===== src/rtl/adc_sequencer.sv =====
// Sequencer and capture stage for the bit-serial SAR ADC, with round-robin channel scan.
// Define ADC_SEQ_AVG_EN to average 2**AVG_LOG2 conversions per output.
module adc_sequencer #(
    parameter int unsigned CONV_CYCLES = 10
`ifdef ADC_SEQ_AVG_EN
    ,
    parameter int unsigned AVG_LOG2 = 2
`endif
) (
    input  logic                    clk,
    input  logic                    reset_n,
    input  logic                    enable,
    input  logic [1:0]              chan_mask,
    output logic                    adc_restart,
    output logic                    adc_channel,
    input  logic [9:0]              adc_result,
    output logic                    out_valid,
    input  logic                    out_ready,
    output logic [9:0]              out_data,
    output logic                    out_chan,
    output logic                    overrun,
    input  logic                    overrun_clr,
    output logic                    busy
);
    localparam int unsigned DATA_W = 10;
    localparam int unsigned CNT_W  = $clog2(CONV_CYCLES + 1);

    typedef enum logic [1:0] {
        IDLE  = 2'd0,
        START = 2'd1,
        WAIT  = 2'd2
    } state_t;

    state_t              state, state_next;
    logic [CNT_W-1:0]    wait_cnt, wait_cnt_next;
    logic                chan_next;
    logic                complete_c;
    logic [DATA_W-1:0]   result_c;

`ifdef ADC_SEQ_AVG_EN
    localparam int unsigned ACC_W = DATA_W + AVG_LOG2;

    logic [AVG_LOG2-1:0] samp_cnt, samp_cnt_next;
    logic [ACC_W-1:0]    acc, acc_next, acc_sum_c;
`endif

    // Next-state, channel selection and result path
    always_comb begin
        state_next    = state;
        wait_cnt_next = wait_cnt;
        chan_next     = adc_channel;
        complete_c    = 1'b0;
        result_c      = adc_result;
`ifdef ADC_SEQ_AVG_EN
        samp_cnt_next = samp_cnt;
        acc_next      = acc;
        acc_sum_c     = acc + ACC_W'(adc_result);
`endif
        case (state)
            IDLE: begin
                if (enable && (chan_mask != 2'b00)) begin
                    chan_next  = ~chan_mask[0];
                    state_next = START;
                end
            end
            START: begin
                wait_cnt_next = CNT_W'(CONV_CYCLES);
                state_next    = WAIT;
            end
            WAIT: begin
                if (wait_cnt != '0) begin
                    wait_cnt_next = wait_cnt - CNT_W'(1);
                end else begin
`ifdef ADC_SEQ_AVG_EN
                    // Intermediate samples always continue on the same channel
                    if (samp_cnt != '1) begin
                        samp_cnt_next = samp_cnt + AVG_LOG2'(1);
                        acc_next      = acc_sum_c;
                        state_next    = START;
                    end else begin
                        samp_cnt_next = '0;
                        acc_next      = '0;
                        result_c      = acc_sum_c[ACC_W-1:AVG_LOG2];
                        complete_c    = 1'b1;
                    end
`else
                    complete_c = 1'b1;
`endif
                    if (complete_c) begin
                        if (enable && (chan_mask != 2'b00)) begin
                            chan_next  = chan_mask[~adc_channel] ? ~adc_channel : adc_channel;
                            state_next = START;
                        end else begin
                            state_next = IDLE;
                        end
                    end
                end
            end
            default: state_next = IDLE;
        endcase
    end

    // State, counters and registered outputs
    always_ff @(posedge clk) begin
        if (!reset_n) begin
            state       <= IDLE;
            wait_cnt    <= '0;
            adc_restart <= 1'b0;
            adc_channel <= 1'b0;
            busy        <= 1'b0;
            out_valid   <= 1'b0;
            out_data    <= '0;
            out_chan    <= 1'b0;
            overrun     <= 1'b0;
`ifdef ADC_SEQ_AVG_EN
            samp_cnt    <= '0;
            acc         <= '0;
`endif
        end else begin
            state       <= state_next;
            wait_cnt    <= wait_cnt_next;
            adc_channel <= chan_next;
            adc_restart <= (state_next == START);
            busy        <= (state_next == START) || (state_next == WAIT);
`ifdef ADC_SEQ_AVG_EN
            samp_cnt    <= samp_cnt_next;
            acc         <= acc_next;
`endif
            if (complete_c && (!out_valid || out_ready)) begin
                out_valid <= 1'b1;
                out_data  <= result_c;
                out_chan  <= adc_channel;
            end else if (out_valid && out_ready) begin
                out_valid <= 1'b0;
            end
            // A drop in the same cycle as a clear keeps the flag set
            if (complete_c && out_valid && !out_ready) begin
                overrun <= 1'b1;
            end else if (overrun_clr) begin
                overrun <= 1'b0;
            end
        end
    end

endmodule


===== config.mk =====
export PLATFORM = sky130hd
export DESIGN_NAME = adc_sequencer
export DESIGN_NICKNAME = d
export VERILOG_FILES = /design/src/rtl/adc_sequencer.sv
export SDC_FILE = /design/constraint.sdc
export NUM_CORES = 1
export LEC_CHECK = 0
export ABC_AREA = 1
export CELL_PAD_IN_SITES_DETAIL_PLACEMENT = 1
export CELL_PAD_IN_SITES_GLOBAL_PLACEMENT = 1
export CORE_UTILIZATION = 32
export DETAILED_ROUTE_END_ITERATION = 10
export GPL_TIMING_DRIVEN = 0
export HOLD_SLACK_MARGIN = 0.03
export PLACE_DENSITY_LB_ADDON = 0.1
export SYNTH_ARGS = -nofsm -noshare
export SYNTH_HDL_FRONTEND = slang
export SYNTH_SLANG_ARGS = --single-unit

===== constraint.sdc =====
create_clock -name clk -period 2.85 [get_ports clk]
set_input_delay 0.285 -clock clk [delete_from_list [all_inputs] [get_ports clk]]
set_output_delay 0.285 -clock clk [all_outputs]
set_load 0.03 [all_outputs]

-- Word-level counts from Yosys, hierarchy flattened
Cells that the tools add are included.
- input bits: 17
- bits in registers: 22
- output and inout bits: 16
- word-level logic and storage cells: 59
- reductions and logical operators: 18
- eq/ne operators: 9
- add/sub/neg operators: 1
- bitwise operators: 2
- order comparisons: 1
- mux-type cells: 19
- operators by type and width (operator ; count):
    two-way mux 1 bit ; 13
    inequality test 2 bit, second input constant ; 5
    nonzero test 2 bit ; 5
    case mux 4 bit (2 select lines) ; 1
    case mux 2 bit (3 select lines) ; 1
    logical AND 1 bit ; 5
    AND reduction 5 bit ; 1
    equality test 2 x 1 -> 1 bit, second input constant ; 2
    equality test 2 bit, second input constant ; 2
    two-way mux 2 bit ; 2
    two-way mux 4 bit ; 1
    nonzero test 4 bit ; 1
    subtractor 4 x 1 -> 4 bit, second input constant ; 1
    zero test 1 bit ; 2
    zero test 2 bit ; 1
    logical OR 1 bit ; 2
    less-than comparator 1 x 2 -> 1 bit, second input constant ; 1
    NOT 1 bit ; 2
    case mux 1 bit (2 select lines) ; 1
    AND reduction 2 bit ; 1

-- Logic depth before layout (Yosys ltp)
Gate-level depths: netlist of run 1.
- depth in word-level cells: 7
- gate-level depth with buffers: 9
- depth with buffers taken out: 9

-- Worst setup path before layout of run 1
No wires, ideal clock.
- path type: reg-to-reg
- from: reg wait_cnt[0]
- to: reg busy
- library setup time: 118 ps
- arrival: 1212 ps
- cell stages (with the launch flop): 9
- data required time: 2732 ps
- path buffers: 0
- path slack: 1520 ps
- clock period less this slack: 1330 ps
- path through: dfxtp_1 -> inv_1 -> ha_1 -> nand2_2 -> nand2_2 -> nand2_2 -> inv_2 -> ha_1 -> nor2_1
- cells in the longest elaborated chain, start to end: 5
- elaborated cells between the ends (all ways): 6
- classes of those cells: eq/ne: 2; mux: 2; reduce/logical: 2
- ends and longest elaborated chain (item ; RTL line ; text):
    start: declaration ; 35 ; logic [CNT_W-1:0] wait_cnt, wait_cnt_next;
    start signal: assignment ; 121 ; wait_cnt <= wait_cnt_next;
    nonzero test 4 bit * ; 71 ; if (wait_cnt != '0) begin
    two-way mux 2 bit * ; 71 ;
    case mux 2 bit (3 select lines) * ; 59 ; case (state)
    equality test 2 x 1 -> 1 bit or equality test 2 bit (tied branches) ; 124 ; busy <= (state_next == START) || (state_next == WAIT);
    logical OR 1 bit * ; 124 ;
    end signal: assignment ; 124 ;
    end: declaration ; 23 ; output logic busy
Every way passes the cells marked *; elsewhere a longest branch is shown, timed or not.
A chain may end at the register's enable or synchronous reset.

-- Worst setup path in the final report of run 1
- from: reg adc_channel
- to: out adc_channel
- RTL lines (item ; RTL line ; text):
    start: declaration ; 15 ; output logic adc_channel,
    start signal: assignment ; 122 ; adc_channel <= chan_next;
No word-level cell between the ends.

==> flow_metrics.py, run 1 <==
metrics = {
    "sta": {
        "clock_skew_ns": 0.00319,
        "period_needed_ns": 1.72,
        "fin_crit_sh": 0.604,
        "setup_viol": 0,
        "tns_ns": 0,
        "slew_viol_final": 0,
        "hold_viol_final": 0,
        "fmax_mhz": 581,
        "slew-limit-headroom": 0.739,
        "rsz0062_at_grt": "false",
        "worst_pin_slew_ns": 0.391,
    },
    "logic_synthesis": {
        "synth_most_common_cell": "nor2_1",
        "yosys.area.top_type": "dfxtp_1",
        "synth_top_area_frac": 0.475,
        "seq_area_frac_synth": 0.475,
        "syn_area_um2": 927,
        "synth_ff_type": "dfxtp_1",
        "synth_top_cells_by_count": "nor2_1 (29), dfxtp_1 (22), nand2_1 (21), inv_1 (13), o21ai_1 (9)",
        "synth-async-reset-ratio": 0,
        "synth_top_cells_by_area": "dfxtp_1 (48%), nor2_1 (12%), nand2_1 (8.5%)",
        "yosysWarnings": 0,
        "syn_area_per_cell_um2": 7.36,
        "synth_cell_type_count": 18,
        "netlist_instances": 126,
        "synthesis.nets": 145,
        "synth_edf_count": 0,
        "ys_seq_elements": 22,
    },
    "critical_path": {
        "crit_path_end_kind": "output port",
        "cp.arrival_ns": 1.44,
        "reg2reg_depth": 8,
        "timing.rr.start": "wait_cnt[0]",
        "rrSetupSlack_ns": 1.31,
        "worstPathMaxFanout": 5,
        "cp.required_ns": 2.57,
        "worstSetupPathType": "reg -> out",
        "critPathLaunchType": "flop",
        "crit_chain": "clkdlybuf4s50_1",
        "crit_buf_inv": 1,
        "cp_slowest_cell": "clkdlybuf4s50_1",
        "r2r_end": "busy",
        "critPathTopFamily": "buffers and inverters",
        "slowest_delay_ns": 0.70,
    },
    "place": {
        "hpwl_um": 1750,
        "dpl_cell_area_um2": 1290,
        "portBuffers": 32,
        "placed_cells": 189,
        "gp_congestion": 0.834,
    },
    "floorplan": {
        "core_area_um2": 2760,
        "die_area_um2": 3120,
        "initial_utilization": 0.336,
        "dieHeight_um": 55.8,
        "io-pin-count": 33,
        "row_count": 19,
        "die_w_um": 55.8,
    },
    "global_routing": {
        "track_usage": 0.157,
        "antenna_found_initial": 0,
        "overflow": 0,
        "grt_pass1_wl_um": 3890,
        "grt_max_degree": 12,
        "grt_pass1_vias": 895,
    },
    "routing": {
        "ant_nets": 0,
        "drtIter0Drc": 10,
        "vias": 902,
        "routed.top_layer": "met4",
        "routed_wl_um": 2190,
        "wl_per_cell_um": 11.4,
        "drtPass1Iterations": 3,
        "route.met2.wl_um": 1060,
        "viasPerCell": 4.70,
        "wl_met3_um": 116,
        "wl_met1_um": 993,
        "drc_errors": 0,
    },
    "outcome": {
        "status": "complete, no violations",
    },
    "finish": {
        "finalNonFillerCells": 192,
        "drive_gt1_frac": 0.106,
        "fin_nets": 182,
        "fin_area_um2": 1310,
        "multiInputGateArea_um2": 400,
        "seqCellArea_um2": 440,
        "syn2layout_area_growth_pct": 41.2,
        "diodes": 0,
        "fillers": 360,
    },
    "min_path": {
        "whs_endpoint": "wait_cnt[0]",
        "min_delay_path_depth": 1,
        "hp-start": "wait_cnt[0]",
        "hp-class": "reg -> reg",
    },
    "cts": {
        "ctsHoldBuffers": 0,
        "cts_sinks": 22,
        "cts_setup_buffers": 0,
        "cts_buffer_depth": 2,
        "cts_htree_levels": 1,
        "insertion_delay_ns": 0.30,
        "root_buffer": "clkbuf_4",
        "clk_pin_slew_ns": 0.11,
        "cts_resized": 0,
        "cts-buffers-inserted": 3,
        "cts_tree": "done",
    },
    "job": {
        "drv_cap": 0,
    },
    "pwr": {
        "switching_share": 0.291,
        "vdd_drop_max_mv": 0.352,
        "internal_power_mw": 0.442,
        "share_comb_of_total_power": 0.238,
        "leakage_nw": 0.548,
        "clkPwrFrac": 0.221,
        "powerDensity_nw_per_um2": 477,
        "power_frac_seq": 0.541,
        "p_switching_mw": 0.182,
    },
}
power groups by stage:
stage / clock network [mW] / registers [mW] / logic (mW)
after floorplan: 0 / 0.367 / 0.0637
after global placement: 0 / 0.343 / 0.146
after detailed placement: 0 / 0.345 / 0.150
after CTS: 0.145 / 0.338 / 0.151
after global routing: 0.160 / 0.341 / 0.162
final: 0.138 / 0.337 / 0.149
sequential cells by signal, indices dropped and copies added (netlist names):
name / count
busy: 1
overrun: 1
out_valid: 1
adc_restart: 1
out_data: 10
state: 2
wait_cnt: 4
adc_channel: 1
out_chan: 1
per-stage QoR:
step | hold WS (ns) | util | worst slack (ns) | power [mW]
detailed placement | 0.442 | 0.466 | 1.29 | 0.495
CTS | 0.451 | 0.475 | 1.11 | 0.634
finish | 0.451 | 0.475 | 1.13 | 0.624
global placement | 0.413 | 0.466 | 1.28 | 0.490
floorplan | 0.403 | - | 1.52 | 0.431
global route | 0.468 | 0.475 | 1.04 | 0.664
worst max-delay path by stage:
stage	start	endpoint	cells past startpoint
after floorplan	wait_cnt[0]	busy	8
after global placement	reset_n	out_chan	4
after detailed placement	reset_n	out_chan	4
after CTS	adc_channel	adc_channel	1
after global routing	adc_channel	adc_channel	1
final	adc_channel	adc_channel	1
cell families after synthesis:
family                     synth area share
DFF                                   0.475
and+or+nand+nor                       0.308
buffers and inverters                0.0931
AOI/OAI and AO/OA                    0.0972
adders and majority gates            0.0270
final cells by class:
class / instances / area share
tap: 31 / 0.0296
clock buffer: 3 / 0.0172
timing repair buffer: 32 / 0.245
sequential: 22 / 0.337
buffer: 3 / 0.0201
inverter: 16 / 0.0459
multi-input combinational: 85 / 0.306
cell usage in the layout (no fill, tap or decap):
master / count
o21ai_0: 3
nor2_2: 2
clkdlybuf4s50_1: 32
or2_2: 1
clkbuf_4: 3
nand3_1: 5
nand2_4: 1
buf_1: 1
inv_1: 13
buf_6: 2
nand2_2: 4
ha_1: 2
a21oi_1: 6
o21ai_1: 9
inv_2: 3
nand2_1: 21
nand4_1: 1
dfxtp_1: 22
nor2_4: 1
nor2_1: 29
layer usage:
metal | vias to the layer above | GRT usage
li1 | 459 | -
met4 | 0 | 0.0662
met3 | 4 | 0.0326
met5 | - | 0
met1 | 417 | 0.181
met2 | 22 | 0.282
(Power assumes the default switching activity.)
==> run 2: changes to the inputs <==
- CORE_UTILIZATION: 32 -> 30
- clock period: 2.85 -> 1.74 ns (I/O delays scaled with it)
==> flow_metrics.py, run 2 (same netlist as run 1, synthesis figures left out) <==
metrics = {
    "floorplan": {
        "die_area_um2": 3320,
        "row_count": 19,
        "core_area_um2": 2850,
        "die_w_um": 57.6,
        "initial_utilization": 0.325,
        "dieHeight_um": 57.6,
        "io-pin-count": 33,
    },
    "cts": {
        "clk_pin_slew_ns": 0.12,
        "cts_resized": 0,
        "cts_buffer_depth": 2,
        "root_buffer": "clkbuf_4",
        "cts_sinks": 22,
        "cts_setup_buffers": 0,
        "cts_htree_levels": 1,
        "cts_tree": "done",
        "ctsHoldBuffers": 0,
        "insertion_delay_ns": 0.30,
        "cts-buffers-inserted": 3,
    },
    "finish": {
        "finalNonFillerCells": 193,
        "reg.largest.list": "out_data: 10 flops, wait_cnt: 4 flops, state: 2 flops",
        "syn2layout_area_growth_pct": 42.6,
        "fin_area_um2": 1320,
        "diodes": 0,
        "top_register": "out_data",
        "largest_reg_flops": 10,
        "most-common-layout-cells": "clkdlybuf4s50_1 (32), nor2_1 (29), dfxtp_1 (22)",
        "fillers": 374,
        "mostFrequentLayoutCell": "clkdlybuf4s50_1",
        "drive_gt1_frac": 0.111,
        "fin_nets": 182,
    },
    "routing": {
        "drc_errors": 4,
        "wl_per_cell_um": 11.5,
        "routed_wl_um": 2220,
        "ant_nets": 0,
        "vias": 886,
        "drtPass1Iterations": 7,
        "viasPerCell": 4.59,
        "drtIter0Drc": 12,
    },
    "global_routing": {
        "antenna_found_initial": 0,
        "overflow": 0,
        "track_usage": 0.151,
        "grt_pass1_vias": 907,
        "grt_pass1_wl_um": 3860,
        "grt_max_degree": 13,
    },
    "critical_path": {
        "slowest_delay_ns": 0.70,
        "cp.required_ns": 1.57,
        "crit_path_end_kind": "output port",
        "crit_chain": "clkdlybuf4s50_1",
        "cp_slowest_cell": "clkdlybuf4s50_1",
        "critPathTopFamily": "buffers and inverters",
        "worstPathMaxFanout": 5,
        "rrSetupSlack_ns": 0.24,
        "critPathLaunchType": "flop",
        "crit_buf_inv": 1,
        "worstSetupPathType": "reg -> out",
        "cp.arrival_ns": 1.41,
    },
    "pwr": {
        "leakage_nw": 0.555,
        "vdd_drop_max_mv": 0.330,
        "powerDensity_nw_per_um2": 809,
    },
    "sta": {
        "clock_skew_ns": 0.00358,
        "tns_ns": 0,
        "worst_pin_slew_ns": 0.379,
        "rsz0062_at_grt": "false",
        "fin_crit_sh": 0.912,
        "fin_hold_ws_ns": 0.433,
        "slew-limit-headroom": 0.747,
        "fmax_mhz": 630,
        "slew_viol_final": 0,
        "period_needed_ns": 1.59,
        "setup_viol": 0,
        "hold_viol_final": 0,
    },
    "place": {
        "placed_cells": 189,
        "gp_congestion": 0.716,
        "portBuffers": 32,
        "dpl_cell_area_um2": 1290,
        "hpwl_um": 1840,
    },
    "min_path": {
        "hp-class": "reg -> reg",
    },
    "outcome": {
        "violations": "design-rule violations",
        "status": "complete, but fails checks",
    },
    "job": {
        "drv_cap": 0,
    },
}
==> run 2: worst paths after layout <==
check / startpoint / depth (start not counted) / end
max: adc_channel / 1 / adc_channel
min: wait_cnt[0] / 1 / wait_cnt[0]
max reg2reg: wait_cnt[0] / 8 / busy
min reg2reg: wait_cnt[0] / 1 / wait_cnt[0]
==> run 2: area by class of cell <==
type                            count  area [µm²]  share of cell area
Clock buffer                        4        36.3              0.0274
Multi-Input combinational cell     85         400               0.303
Sequential cell                    22         440               0.333
Inverter                           16        60.1              0.0454
Tap cell                           31        38.8              0.0293
Timing Repair Buffer               32         320               0.242
Buffer                              3        26.3              0.0199
==> run 2: power by group <==
group          switching [mW]  internal [mW]  leakage [nW]
clock                   0.146          0.127        0.0210
sequential             0.0190          0.534         0.179
combinational           0.133          0.110         0.355
==> run 2: per-stage QoR <==
stage,power [mW],setup WS (ns),util
final,1.07,0.154,0.464
after global routing,1.13,0.116,0.464
after CTS,1.08,0.145,0.464
after detailed placement,0.811,0.242,0.451
after global placement,0.802,0.256,0.451
after floorplan,0.706,0.410,-
==> run 2: routing by layer <==
layer,part of all wire,vias up,wire length (µm),GRT usage
li1,-,459,-,-
met2,0.51,18,1130,0.281
met5,0,-,0,0
met4,0.0076,0,17,0.0418
met3,0.043,2,95,0.0295
met1,0.44,407,981,0.173
==> run 3: changes to the inputs <==
--- a/config.mk
+++ b/config.mk
@@ -10,4 +10,5 @@
 export CELL_PAD_IN_SITES_GLOBAL_PLACEMENT = 1
-export CORE_UTILIZATION = 30
+export CORE_UTILIZATION = 41
 export DETAILED_ROUTE_END_ITERATION = 10
+export DONT_BUFFER_PORTS = 1
 export GPL_TIMING_DRIVEN = 0
==> constraint.sdc (replaced) <==
create_clock -name clk -period 1.74 [get_ports clk]
set_input_delay 0.261 -clock clk [delete_from_list [all_inputs] [get_ports clk]]
set_output_delay 0.261 -clock clk [all_outputs]
set_load 0.03 [all_outputs]
==> flow_metrics.py, run 3 (same netlist as run 1, synthesis figures left out) <==
metrics = {
    "outcome": {
        "status": "complete, no violations",
    },
    "global_routing": {
        "antenna_found_initial": 0,
        "grtUsageMet3": 0.0802,
        "grt_busiest_layer": "met2",
        "overflow": 0,
        "track_usage": 0.181,
        "grt_pass1_vias": 779,
        "grt_max_degree": 13,
        "grt_pass1_wl_um": 3330,
        "met1_usage": 0.211,
        "use_met2": 0.295,
    },
    "sta": {
        "fmax_mhz": 658,
        "slew_viol_final": 0,
        "fin_crit_sh": 0.873,
        "worst_pin_slew_ns": 0.405,
        "clock_skew_ns": 0.00250,
        "tns_ns": 0,
        "period_needed_ns": 1.52,
        "setup_viol": 0,
        "hold_viol_final": 0,
        "rsz0062_at_grt": "false",
        "slew-limit-headroom": 0.729,
    },
    "critical_path": {
        "rrSetupSlack_ns": 0.22,
        "cp_common_cell": "nand2_2",
        "worstSetupPathType": "reg -> reg",
        "cp.required_ns": 1.99,
        "timing.rr.start": "wait_cnt[0]",
        "crit_path_end_kind": "flop",
        "worstPathMaxFanout": 5,
        "slowest_delay_ns": 0.35,
        "cp_slowest_cell": "dfxtp_1",
        "crit_buf_inv": 2,
        "crit_chain": "inv_1 > ha_1 > nand2_2 > nand2_2 > nand2_2 > inv_2 > ha_1 > nor2_1",
        "r2r_end": "busy",
        "critPathLaunchType": "flop",
        "critPathTopFamily": "adder cells",
        "cp.arrival_ns": 1.77,
        "reg2reg_depth": 8,
    },
    "routing": {
        "ant_nets": 0,
        "vias": 765,
        "drc_errors": 0,
        "viasPerCell": 4.87,
        "drtIter0Drc": 3,
        "wl_per_cell_um": 12.2,
        "routed_wl_um": 1910,
        "drtPass1Iterations": 2,
    },
    "pwr": {
        "share_comb_of_total_power": 0.126,
        "powerDensity_nw_per_um2": 1010,
        "internal_power_mw": 0.709,
        "vdd_drop_max_mv": 0.435,
        "power_frac_seq": 0.593,
        "switching_share": 0.293,
        "leakage_nw": 0.437,
        "p_total_mw": 1.00,
        "clkPwrFrac": 0.280,
        "p_switching_mw": 0.294,
    },
    "cts": {
        "cts_htree_levels": 1,
        "cts-buffers-inserted": 3,
        "cts_setup_buffers": 0,
        "root_buffer": "clkbuf_4",
        "cts_buffer_depth": 2,
        "clk_pin_slew_ns": 0.12,
        "insertion_delay_ns": 0.31,
        "ctsHoldBuffers": 0,
        "cts_tree": "done",
        "cts_sinks": 22,
        "cts_resized": 0,
    },
    "floorplan": {
        "row_count": 16,
        "die_area_um2": 2460,
        "core_area_um2": 2040,
        "die_w_um": 49.6,
        "initial_utilization": 0.454,
        "dieHeight_um": 49.6,
        "io-pin-count": 33,
    },
    "finish": {
        "fillers": 282,
        "largest_reg_flops": 10,
        "drive_gt1_frac": 0.138,
        "seqCellArea_um2": 440,
        "top_register": "out_data",
        "finalNonFillerCells": 157,
        "reg.largest.list": "out_data: 10 flops, wait_cnt: 4 flops, state: 2 flops",
        "diodes": 0,
        "syn2layout_area_growth_pct": 7.56,
        "fin_nets": 150,
        "multiInputGateArea_um2": 400,
        "most-common-layout-cells": "nor2_1 (29), dfxtp_1 (22), nand2_1 (21)",
        "mostFrequentLayoutCell": "nor2_1",
        "final_util": 0.488,
    },
    "place": {
        "hpwl_um": 1550,
        "gp_congestion": 0.769,
        "placed_cells": 153,
        "portBuffers": 0,
    },
    "min_path": {
        "hp-start": "reset_n",
        "min_delay_path_depth": 2,
        "whs_endpoint": "wait_cnt[0]",
        "hp-class": "in -> reg",
    },
    "job": {
        "drv_cap": 0,
    },
}
[run 3: cell types whose count changed in the layout (fill, tap and decap cells not counted), sizes merged]
cell,previous run,this run
clkdlybuf4s50,32,0
[run 3: area by class of cell]
class	instances	share of cell area
inverters	16	0.0602
plain buffers	3	0.0263
clock buffers	4	0.0364
multi-input cells	85	0.402
well taps	27	0.0339
flip-flops and latches	22	0.442
[run 3: layer usage]
layer	up-vias	wire length, µm
met5	-	0
met4	0	21
met3	2	123
met2	24	844
met1	342	922
li1	397	-
[run 3: metrics by stage]
step           hold WS (ns)  instance area (µm²)  setup WS [ns]
6_report             0.0628                  997          0.221
5_1_grt              0.0595                  997         0.0522
4_1_cts              0.0524                  997          0.199
3_5_place_dp          0.395                  961          0.235
3_3_place_gp          0.388                  961          0.275
2_1_floorplan         0.384                  927          0.410
[run 3: worst max-delay path by stage]
stage | from | to | cells past startpoint
floorplan | wait_cnt[0] | busy | 8
global placement | wait_cnt[0] | busy | 8
detailed placement | wait_cnt[0] | busy | 8
CTS | wait_cnt[0] | busy | 8
global route | wait_cnt[0] | busy | 8
finish | wait_cnt[0] | busy | 8
[run 3: power groups by stage]
stage / logic (mW) / registers [mW] / clock network [mW]
floorplan: 0.104 / 0.601 / 0
global placement: 0.121 / 0.605 / 0
detailed placement: 0.129 / 0.607 / 0
CTS: 0.129 / 0.595 / 0.291
global route: 0.149 / 0.600 / 0.310
finish: 0.127 / 0.595 / 0.281
